--- src/rtl/mem_bus_initiator.sv ---
// ----------------------------------------------------------------------------
// mem_bus_initiator
//
// Bus-master side of the picoRV32 native memory interface. A command accepted
// on the cmd_* port becomes exactly one mem_valid/mem_ready transaction. The
// result, either read data or a timeout error, is returned on the rsp_* port.
// This lets hardware sequencers program MMIO peripherals without a CPU.
//
// Handshake semantics (cmd_* and rsp_*): a transfer happens on the rising edge
// where valid and ready are both 1. A valid holder keeps its payload stable
// until that edge. cmd_ready depends only on the FSM state.
//
// Ports
//   clk        in   1   system clock, all logic on rising edge
//   reset      in   1   synchronous, active-high reset
//   cmd_valid  in   1   command present
//   cmd_ready  out  1   initiator idle; command taken when cmd_valid&cmd_ready
//   cmd_addr   in   32  byte address
//   cmd_wdata  in   32  write data
//   cmd_wstrb  in   4   byte strobes; 4'b0000 = read
//   rsp_valid  out  1   response present, held until rsp_ready
//   rsp_ready  in   1   consumer takes response
//   rsp_rdata  out  32  read data (0 for writes and errors)
//   rsp_error  out  1   1 = timeout abort
//   mem_valid  out  1   bus request
//   mem_addr   out  32  bus address
//   mem_wdata  out  32  bus write data
//   mem_wstrb  out  4   bus strobes
//   mem_ready  in   1   responder completion
//   mem_rdata  in   32  responder read data
//   dbg_state  out  2   current FSM state (0 idle, 1 bus, 2 response)
// ----------------------------------------------------------------------------
module mem_bus_initiator #(
    parameter int TIMEOUT_CYCLES = 16,
    parameter int CNT_W          = 8
) (
    input  logic        clk,
    input  logic        reset,
    input  logic        cmd_valid,
    output logic        cmd_ready,
    input  logic [31:0] cmd_addr,
    input  logic [31:0] cmd_wdata,
    input  logic [3:0]  cmd_wstrb,
    output logic        rsp_valid,
    input  logic        rsp_ready,
    output logic [31:0] rsp_rdata,
    output logic        rsp_error,
    output logic        mem_valid,
    output logic [31:0] mem_addr,
    output logic [31:0] mem_wdata,
    output logic [3:0]  mem_wstrb,
    input  logic        mem_ready,
    input  logic [31:0] mem_rdata,
    output logic [1:0]  dbg_state
);

    typedef enum logic [1:0] {
        ST_IDLE = 2'd0,
        ST_BUS  = 2'd1,
        ST_RESP = 2'd2
    } state_t;

    state_t r_state;
    state_t w_state_nxt;

    logic [CNT_W-1:0] r_cnt;
    logic             r_mem_valid;
    logic [31:0]      r_mem_addr;
    logic [31:0]      r_mem_wdata;
    logic [3:0]       r_mem_wstrb;
    logic             r_rsp_valid;
    logic [31:0]      r_rsp_rdata;
    logic             r_rsp_error;

    logic w_accept;
    logic w_done;
    logic w_timeout;
    logic w_rsp_take;

    assign w_accept   = (r_state == ST_IDLE) && cmd_valid;
    // mem_ready only matters while the request is on the bus.
    assign w_done     = (r_state == ST_BUS) && mem_ready;
    // The counter holds the number of BUS edges already spent without
    // mem_ready. When it equals TIMEOUT_CYCLES-1, this edge is the last one
    // allowed, so mem_valid has been high for TIMEOUT_CYCLES cycles. A
    // mem_ready on this same edge still counts as a success.
    assign w_timeout  = (r_state == ST_BUS) && !mem_ready &&
                        (r_cnt == CNT_W'(TIMEOUT_CYCLES - 1));
    assign w_rsp_take = (r_state == ST_RESP) && rsp_ready;

    // State register
    always_ff @(posedge clk) begin
        if (reset) begin
            r_state <= ST_IDLE;
        end else begin
            r_state <= w_state_nxt;
        end
    end

    // Next-state logic
    always_comb begin
        w_state_nxt = r_state;
        case (r_state)
            ST_IDLE: if (cmd_valid)               w_state_nxt = ST_BUS;
            ST_BUS:  if (mem_ready || w_timeout)  w_state_nxt = ST_RESP;
            ST_RESP: if (rsp_ready)               w_state_nxt = ST_IDLE;
            default:                              w_state_nxt = ST_IDLE;
        endcase
    end

    // Bus and response datapath
    always_ff @(posedge clk) begin
        if (reset) begin
            r_cnt       <= '0;
            r_mem_valid <= 1'b0;
            r_mem_addr  <= 32'h0;
            r_mem_wdata <= 32'h0;
            r_mem_wstrb <= 4'h0;
            r_rsp_valid <= 1'b0;
            r_rsp_rdata <= 32'h0;
            r_rsp_error <= 1'b0;
        end else begin
            if (w_accept) begin
                r_cnt       <= '0;
                r_mem_valid <= 1'b1;
                r_mem_addr  <= cmd_addr;
                r_mem_wdata <= cmd_wdata;
                r_mem_wstrb <= cmd_wstrb;
            end else if (w_done) begin
                r_mem_valid <= 1'b0;
                r_mem_wstrb <= 4'h0;
                r_rsp_valid <= 1'b1;
                r_rsp_error <= 1'b0;
                // Only reads return bus data; writes report zero.
                r_rsp_rdata <= (r_mem_wstrb == 4'h0) ? mem_rdata : 32'h0;
            end else if (w_timeout) begin
                r_mem_valid <= 1'b0;
                r_mem_wstrb <= 4'h0;
                r_rsp_valid <= 1'b1;
                r_rsp_error <= 1'b1;
                r_rsp_rdata <= 32'h0;
            end else if (r_state == ST_BUS) begin
                r_cnt <= r_cnt + CNT_W'(1);
            end else if (w_rsp_take) begin
                r_rsp_valid <= 1'b0;
                r_rsp_error <= 1'b0;
                r_rsp_rdata <= 32'h0;
            end
        end
    end

    assign cmd_ready = (r_state == ST_IDLE);
    assign mem_valid = r_mem_valid;
    assign mem_addr  = r_mem_addr;
    assign mem_wdata = r_mem_wdata;
    assign mem_wstrb = r_mem_wstrb;
    assign rsp_valid = r_rsp_valid;
    assign rsp_rdata = r_rsp_rdata;
    assign rsp_error = r_rsp_error;
    assign dbg_state = r_state;

endmodule

--- config.mk ---
export PLATFORM = sky130hd
export DESIGN_NAME = mem_bus_initiator
export DESIGN_NICKNAME = d
export VERILOG_FILES = /design/src/rtl/mem_bus_initiator.sv
export SDC_FILE = /design/constraint.sdc
export NUM_CORES = 1
export LEC_CHECK = 0
export ABC_AREA = 1
export BUFFER_PORTS_ARGS = -buffer_cell sky130_fd_sc_hd__buf_2
export CELL_PAD_IN_SITES_DETAIL_PLACEMENT = 1
export CELL_PAD_IN_SITES_GLOBAL_PLACEMENT = 1
export CORE_MARGIN = 2
export CORE_UTILIZATION = 28
export DETAILED_ROUTE_END_ITERATION = 6
export PLACE_DENSITY_LB_ADDON = 0.1
export REMOVE_ABC_BUFFERS = 1
export SYNTH_ARGS = -nofsm -noshare
export SYNTH_HDL_FRONTEND = slang
export SYNTH_SLANG_ARGS = --single-unit
--- constraint.sdc ---
create_clock -name clk -period 1.5 [get_ports clk]
set_clock_uncertainty 0.1 [all_clocks]
set_input_delay 0.075 -clock clk [delete_from_list [all_inputs] [get_ports clk]]
set_output_delay 0.075 -clock clk [all_outputs]
set_load 0.005 [all_outputs]
==> results of run 1 <==
[flip-flops by register name, indices dropped and copies added (netlist names)]
register,count
rsp_error,1
rsp_rdata,32
mem_wdata,32
rsp_valid,1
mem_wstrb,4
dbg_state,2
mem_valid,1
mem_addr,32
r_cnt,8
[cells in the final DEF, fill, tap and decap left out, drive strengths merged]
| cell | instances |
|---|---|
| nand2 | 55 |
| clkinv | 6 |
| nand4 | 40 |
| clkinvlp | 1 |
| ha | 1 |
| o21ai | 66 |
| bufinv | 2 |
| buf | 238 |
| nor2 | 137 |
| clkbuf | 25 |
| nand3 | 25 |
| xnor2 | 1 |
| dlygate4sd3 | 101 |
| nor3 | 1 |
| dfxtp | 113 |
| xor2 | 2 |
| inv | 17 |
| a21oi | 47 |
[final cells by class]
| class | count | area [sq um] |
|---|---|---|
| Timing Repair Buffer | 340 | 2385 |
| Multi-Input combinational cell | 375 | 1782 |
| Inverter | 19 | 77.57 |
| Clock buffer | 24 | 461.7 |
| Sequential cell | 113 | 2263 |
| Fill cell | 1800 | 7800 |
| Tap cell | 188 | 235.2 |
| Clock inverter | 7 | 85.08 |
[per-layer routing]
layer  wire length (um)  share of wire [%]  vias up
li1                   -                  -     2468
met1               6506                 41     2387
met2               7903                 50      168
met3               1069                6.7       30
met4                375                2.4        0
met5                  0                  0        -
[cell usage after synthesis, types with 2 or more instances]
cell,instances,area (sq um)
dfxtp_1,113,2262
buf_6,3,33.78
xor2_1,2,17.52
nand2_1,54,202.7
clkbuf_1,16,60.06
o21ai_0,65,325.3
a21oi_1,47,235.2
nand4_1,40,250.2
buf_4,9,67.56
nand3_1,23,115.1
inv_1,15,56.30
buf_1,4,15.01
buf_2,7,35.03
nor2_1,134,503.0
inv_2,3,11.26
nor2_2,2,12.51
[tightest hold or removal path, delay by kind of cell]
kind                   cells  cell delay (ps)
AND/OR/NAND/NOR            3              230
buffers and inverters      2              200
[metrics by stage]
stage | cells | setup slack, ps
after detailed placement | 930 | -41.48
after global placement | 930 | 11.99
after floorplan | 507 | -385.9
final | 1066 | 69.51
after global routing | 1066 | -25.45
after CTS | 1062 | 0.3307
[power groups by stage]
| stage | Clock [uW] | Sequential, uW | Combinational (uW) |
|---|---|---|---|
| 3_5_place_dp | 0 | 3370 | 961 |
| 3_3_place_gp | 0 | 3360 | 944 |
| 2_1_floorplan | 0 | 3390 | 387 |
| 4_1_cts | 3880 | 3310 | 1170 |
| 6_report | 3770 | 3310 | 1210 |
| 5_1_grt | 3990 | 3340 | 1350 |
[cells by family after synthesis]
| family | synth area share (%) |
|---|---|
| compound gates | 13.27 |
| xor+xnor | 0.6124 |
| fa+ha+maj | 0.2915 |
| buf+inv | 6.588 |
| flops | 52.71 |
| simple gates | 26.53 |
[worst paths after layout]
check	start	endpoint	cells after the start
worst max-delay path	r_cnt[1]$_SDFFE_PP0P_	rsp_rdata[27]$_SDFFE_PP0P_	7
worst min-delay path	cmd_valid	mem_addr[20]$_SDFFE_PP0P_	5
worst max register to register	r_cnt[1]$_SDFFE_PP0P_	rsp_rdata[27]$_SDFFE_PP0P_	7
worst min register to register	mem_addr[9]$_SDFFE_PP0P_	mem_addr[9]$_SDFFE_PP0P_	2
[timing repair]
action	in CTS	in global routing
resized for setup	3	20
setup endpoints to repair	8	70
endpoints found under the hold margin	101	0
gates cloned	0	2
hold buffers	101	0
pin swaps	0	3
setup buffers	0	2
==> impl_metrics.yaml, run 1 <==
run_status:
  outcome: "finished, final reports clean"
timing:
  slew_headroom_pct: 72.30
  finalCriticalPeriod_ps: 1430
  finalCritPeriodShare_pct: 95.37
  timing.fmax_ghz: 0.6991
  setup_viol: 0
  tns_ps: 0
  hold_ws_ps: 64.26
  finalHoldViolCount: 0
  worst_pin_slew_ps: 415.6
  drv_slew: 0
worst_setup_path:
  path_cells: "ha_2 -> nand3_4 -> nor2_4 -> nand2_4 -> buf_12 -> nand4_1 -> a21oi_1"
  critPathTopFamily: "simple AND/OR/NAND/NOR gates"
  cp.arrival_ps: 1600
  crit_type: "register to register"
  cp.required_ps: 1670
  worst-path-max-fanout: 17
  cp_slowest_stage_delay_ps: 340
  critPathLaunchType: "register"
  worstPathBufferInverterCount: 1
  slowest_stage: "dfxtp_1"
  cp-end-kind: "register"
  rrSetupSlack_ps: 70
power_and_ir_drop:
  intPower_uw: 6286
  vdd_drop_max_mv: 0.6596
  power_uw: 8298
  p_switching_uw: 2012
  comb_power_share_pct: 14.6
  p_sw_share_pct: 24.25
  clkPwrFrac_pct: 45.5
  p_seq_share_pct: 39.9
  powerDensity_mw_per_mm2: 1138
  leakagePower_uw: 0.003412
cts:
  cts_buffer_depth: 2
  cts_buffers: 17
  htreeDepth: 4
  cts_tree: "done"
  clkTransAtPathRegs_ps: 50
  clock_latency_ps: 400
  cts.sink_count: 113
  cts_root_buf: "clkbuf_16"
floorplan:
  core_sq_mm: 0.01509
  std_cell_rows: 45
  die_area_sq_mm: 0.01633
  dieHeight_um: 127.8
  die_w_um: 127.8
  num_io_pins: 211
  start_util_pct: 28.44
synth:
  syn_inst: 546
  syn_avg_cell_area_sq_um: 7.860
  synth-warning-count: 0
  synth_cell_types: 25
  synth-edff-count: 0
  syn_area_sq_mm: 0.004292
  ys_ff_latch: 113
  yosysSeqAreaShare_pct: 52.71
  synthArstFlopShare_pct: 0
  synth-main-ff-cell: "dfxtp_1"
global_route:
  antenna_found_initial: 0
  grt_first_pass_wirelength_um: 25180
  grtUsageMet1_pct: 21.03
  grt_max_degree: 58
  use_met2_pct: 33.69
  grt.overflow.total: 0
  grtUsageTotal_pct: 19.18
  grt_pass1_vias: 5234
  met3_usage_pct: 6.302
  grt_most_used_layer: "met2"
final_layout:
  design_area_sq_mm: 0.007289
  fin_util_pct: 48.31
  insertedDiodeCount: 0
  area_growth_pct: 69.85
  drive_gt1_share_pct: 32.12
  nets: 972
placement:
  hpwl_um: 10120
  place_area_sq_mm: 0.005604
  port_buffers: 210
  place_congestion: 0.7518
route:
  avgViaCountPerCell: 4.740
  drtPass1Iterations: 5
  ant_nets: 0
  drc_errors: 0
  drt_iter0_drc: 177
  routed_wl_um: 15860
  post_drt_wl_per_cell_um: 14.87
  vias: 5053
run:
  cap_violations: 0
worst_hold_path:
  hold_path.class: "input pin to register"
No activity file was read; power rests on OpenSTA's default activity.
==> run 2, diff against run 1 <==
Settings changed: ABC_AREA 1 to default, CORE_UTILIZATION 28 to 29.
==> run 2 against run 1 <==
Net effect: register-to-register slack worse by 190 ps; the run now ends with negative setup slack left; critical path type unchanged; first-iteration DRC count fell by 11%; wire length up 6.9%; largest power group unchanged; clock power is 1% lower; flip-flop and latch count stayed put.
==> impl_metrics.yaml, run 2 <==
worst_setup_path:
  cp.required_ps: 1750
  slowest_stage: "or4b_4"
  cp-end-kind: "register"
  crit_type: "register to register"
  r2r_start: "mem_wstrb[0]$_SDFFE_PP0P_"
  reg2reg_depth: 4
  worstPathBufferInverterCount: 1
  crit_start: "mem_wstrb[0]$_SDFFE_PP0P_"
  worst-path-max-fanout: 32
  critPathLaunchType: "register"
  cp.arrival_ps: 1870
  path_depth: 4
  path_cells: "or4b_4 -> nor4_4 -> buf_12 -> a22o_1"
  cp_slowest_stage_delay_ps: 540
  critPathTopFamily: "simple AND/OR/NAND/NOR gates"
worst_hold_path:
  holdPathStages: 4
  hold_path.class: "input pin to register"
  min_from: "mem_ready"
placement:
  place_congestion: 0.7419
  hpwl_um: 8803
  post-place-cells: 827
  port_buffers: 210
floorplan:
  num_io_pins: 211
  dieHeight_um: 121.8
  die_w_um: 121.8
  die_area_sq_mm: 0.01484
  std_cell_rows: 43
  start_util_pct: 29.34
  core_sq_mm: 0.01372
synth:
  yosysTopAreaCell: "dfxtp_1"
  syn_area_sq_mm: 0.004025
  synth-edff-count: 0
  yosysSeqAreaShare_pct: 56.20
  synth-warning-count: 0
  syn_inst: 440
  synth-main-ff-cell: "dfxtp_1"
  syn_avg_cell_area_sq_um: 9.148
  synth_common_cells: "nand2_1, dfxtp_1, a21oi_1"
  synth_top_area_share_pct: 56.20
  synthArstFlopShare_pct: 0
  synth.most_common_cell: "nand2_1"
  ys_ff_latch: 113
  synth_cell_types: 38
  synthTopCellsByArea: "dfxtp_1, nand2_1, a21oi_1"
route:
  post_drt_wl_per_cell_um: 17.37
  avgViaCountPerCell: 4.636
  vias: 4525
  drt_iter0_drc: 157
  ant_nets: 0
  routed_wl_um: 16950
  drc_errors: 0
  drtPass1Iterations: 4
timing:
  finalHoldViolCount: 0
  slew_headroom_pct: 53.07
  drv_slew: 0
  timing.fmax_ghz: 0.6185
  worst_pin_slew_ps: 703.9
  grt_setup_unrepaired: "true"
  hold_ws_ps: 34.96
  finalCriticalPeriod_ps: 1617
  setup_viol: 114
  finalCritPeriodShare_pct: 107.8
  setup_slack_ps: -116.7
final_layout:
  final_cells: 976
  final_common_cell: "buf_2"
  area_growth_pct: 87.04
  fillers: 1549
  fin_util_pct: 54.87
  insertedDiodeCount: 0
  layout_common_cells: "buf_2, nand2_1, dfxtp_1"
  nets: 889
  drive_gt1_share_pct: 46.23
global_route:
  grt_first_pass_wirelength_um: 24390
  grtUsageTotal_pct: 21.63
  grt_pass1_vias: 4741
  antenna_found_initial: 0
  grt.overflow.total: 0
  grt_max_degree: 57
cts:
  cts_buffers: 17
  cts_buffer_depth: 2
  clkTransAtPathRegs_ps: 50
  htreeDepth: 4
  cts_tree: "done"
  clock_latency_ps: 410
  cts.sink_count: 113
  cts_root_buf: "clkbuf_16"
power_and_ir_drop:
  vdd_drop_max_mv: 0.8026
  leakagePower_uw: 0.003484
  powerDensity_mw_per_mm2: 1101
run_status:
  violations: "negative setup slack"
  outcome: "finished with violations"
run:
  cap_violations: 0
==> run 2: per-stage QoR <==
| stage | TNS, ps | total power [uW] | cell area (sq um) | setup WS (ps) |
|---|---|---|---|---|
| 2_1_floorplan | -74710 | 3617 | 3842 | -839.1 |
| 4_1_cts | -3688 | 8248 | 7209 | -120.9 |
| 3_3_place_gp | -3464 | 4101 | 5390 | -111.3 |
| 6_report | -6975 | 8292 | 7528 | -116.7 |
| 5_1_grt | -14520 | 8627 | 7528 | -188.4 |
| 3_5_place_dp | -10120 | 4129 | 5390 | -155.1 |
==> run 2: worst min-delay path, delay by kind of cell <==
kind,cells,cell delay [ps]
buffers and inverters,1,180
and+or+nand+nor,2,170
AOI/OAI and AO/OA,1,60
==> run 2: power by group <==
part	total, uW	leakage, uW	switching [uW]	internal (uW)
registers	3250	0.000926	82.8	3160
logic	1330	0.00229	623	703
clock network	3720	0.000272	1330	2390
==> run 2: cell families after synthesis <==
group	after synthesis	share of synthesized area [%]
adder cells (fa/ha/maj)	1	0.3108
flip-flops	113	56.20
XOR/XNOR	6	1.306
AO/OA/AOI/OAI	113	18.81
multiplexers	1	0.2487
AND/OR/NAND/NOR	170	18.22
buffers and inverters	36	4.911
==> run 2: area by class of cell <==
cell class	count	area (sq um)	area share, %
Tap cell	180	225.2	2.992
Clock buffer	26	489.2	6.498
Sequential cell	113	2272	30.18
Clock inverter	6	55.05	0.7313
Multi-Input combinational cell	295	1876	24.91
Inverter	4	15.01	0.1994
Timing Repair Buffer	352	2596	34.49
==> run 2: worst paths after layout <==
path	to	slack [ps]
worst max-delay path	rsp_rdata[9]$_SDFFE_PP0P_	-120
worst min-delay path	r_cnt[2]$_SDFFE_PP0P_	30
worst max register to register	rsp_rdata[9]$_SDFFE_PP0P_	-120
worst min register to register	mem_addr[30]$_SDFFE_PP0P_	350
==> run 2: repair_timing <==
action / in CTS / in global routing
buffers inserted: 1 / 5
setup endpoints to repair: 113 / 111
hold endpoints to repair: 101 / 0
gates cloned: 7 / 5
pin swaps: 25 / 10
gates resized for setup: 36 / 45
hold buffers: 101 / 0
==> run 2: layer usage <==
| layer | global-route usage, % | part of all wire (%) | up-vias |
|---|---|---|---|
| met5 | 0 | 0 | - |
| li1 | - | - | 2185 |
| met2 | 39.63 | 52 | 166 |
| met3 | 6.414 | 5.9 | 21 |
| met1 | 23.76 | 40 | 2153 |
| met4 | 7.184 | 1.8 | 0 |
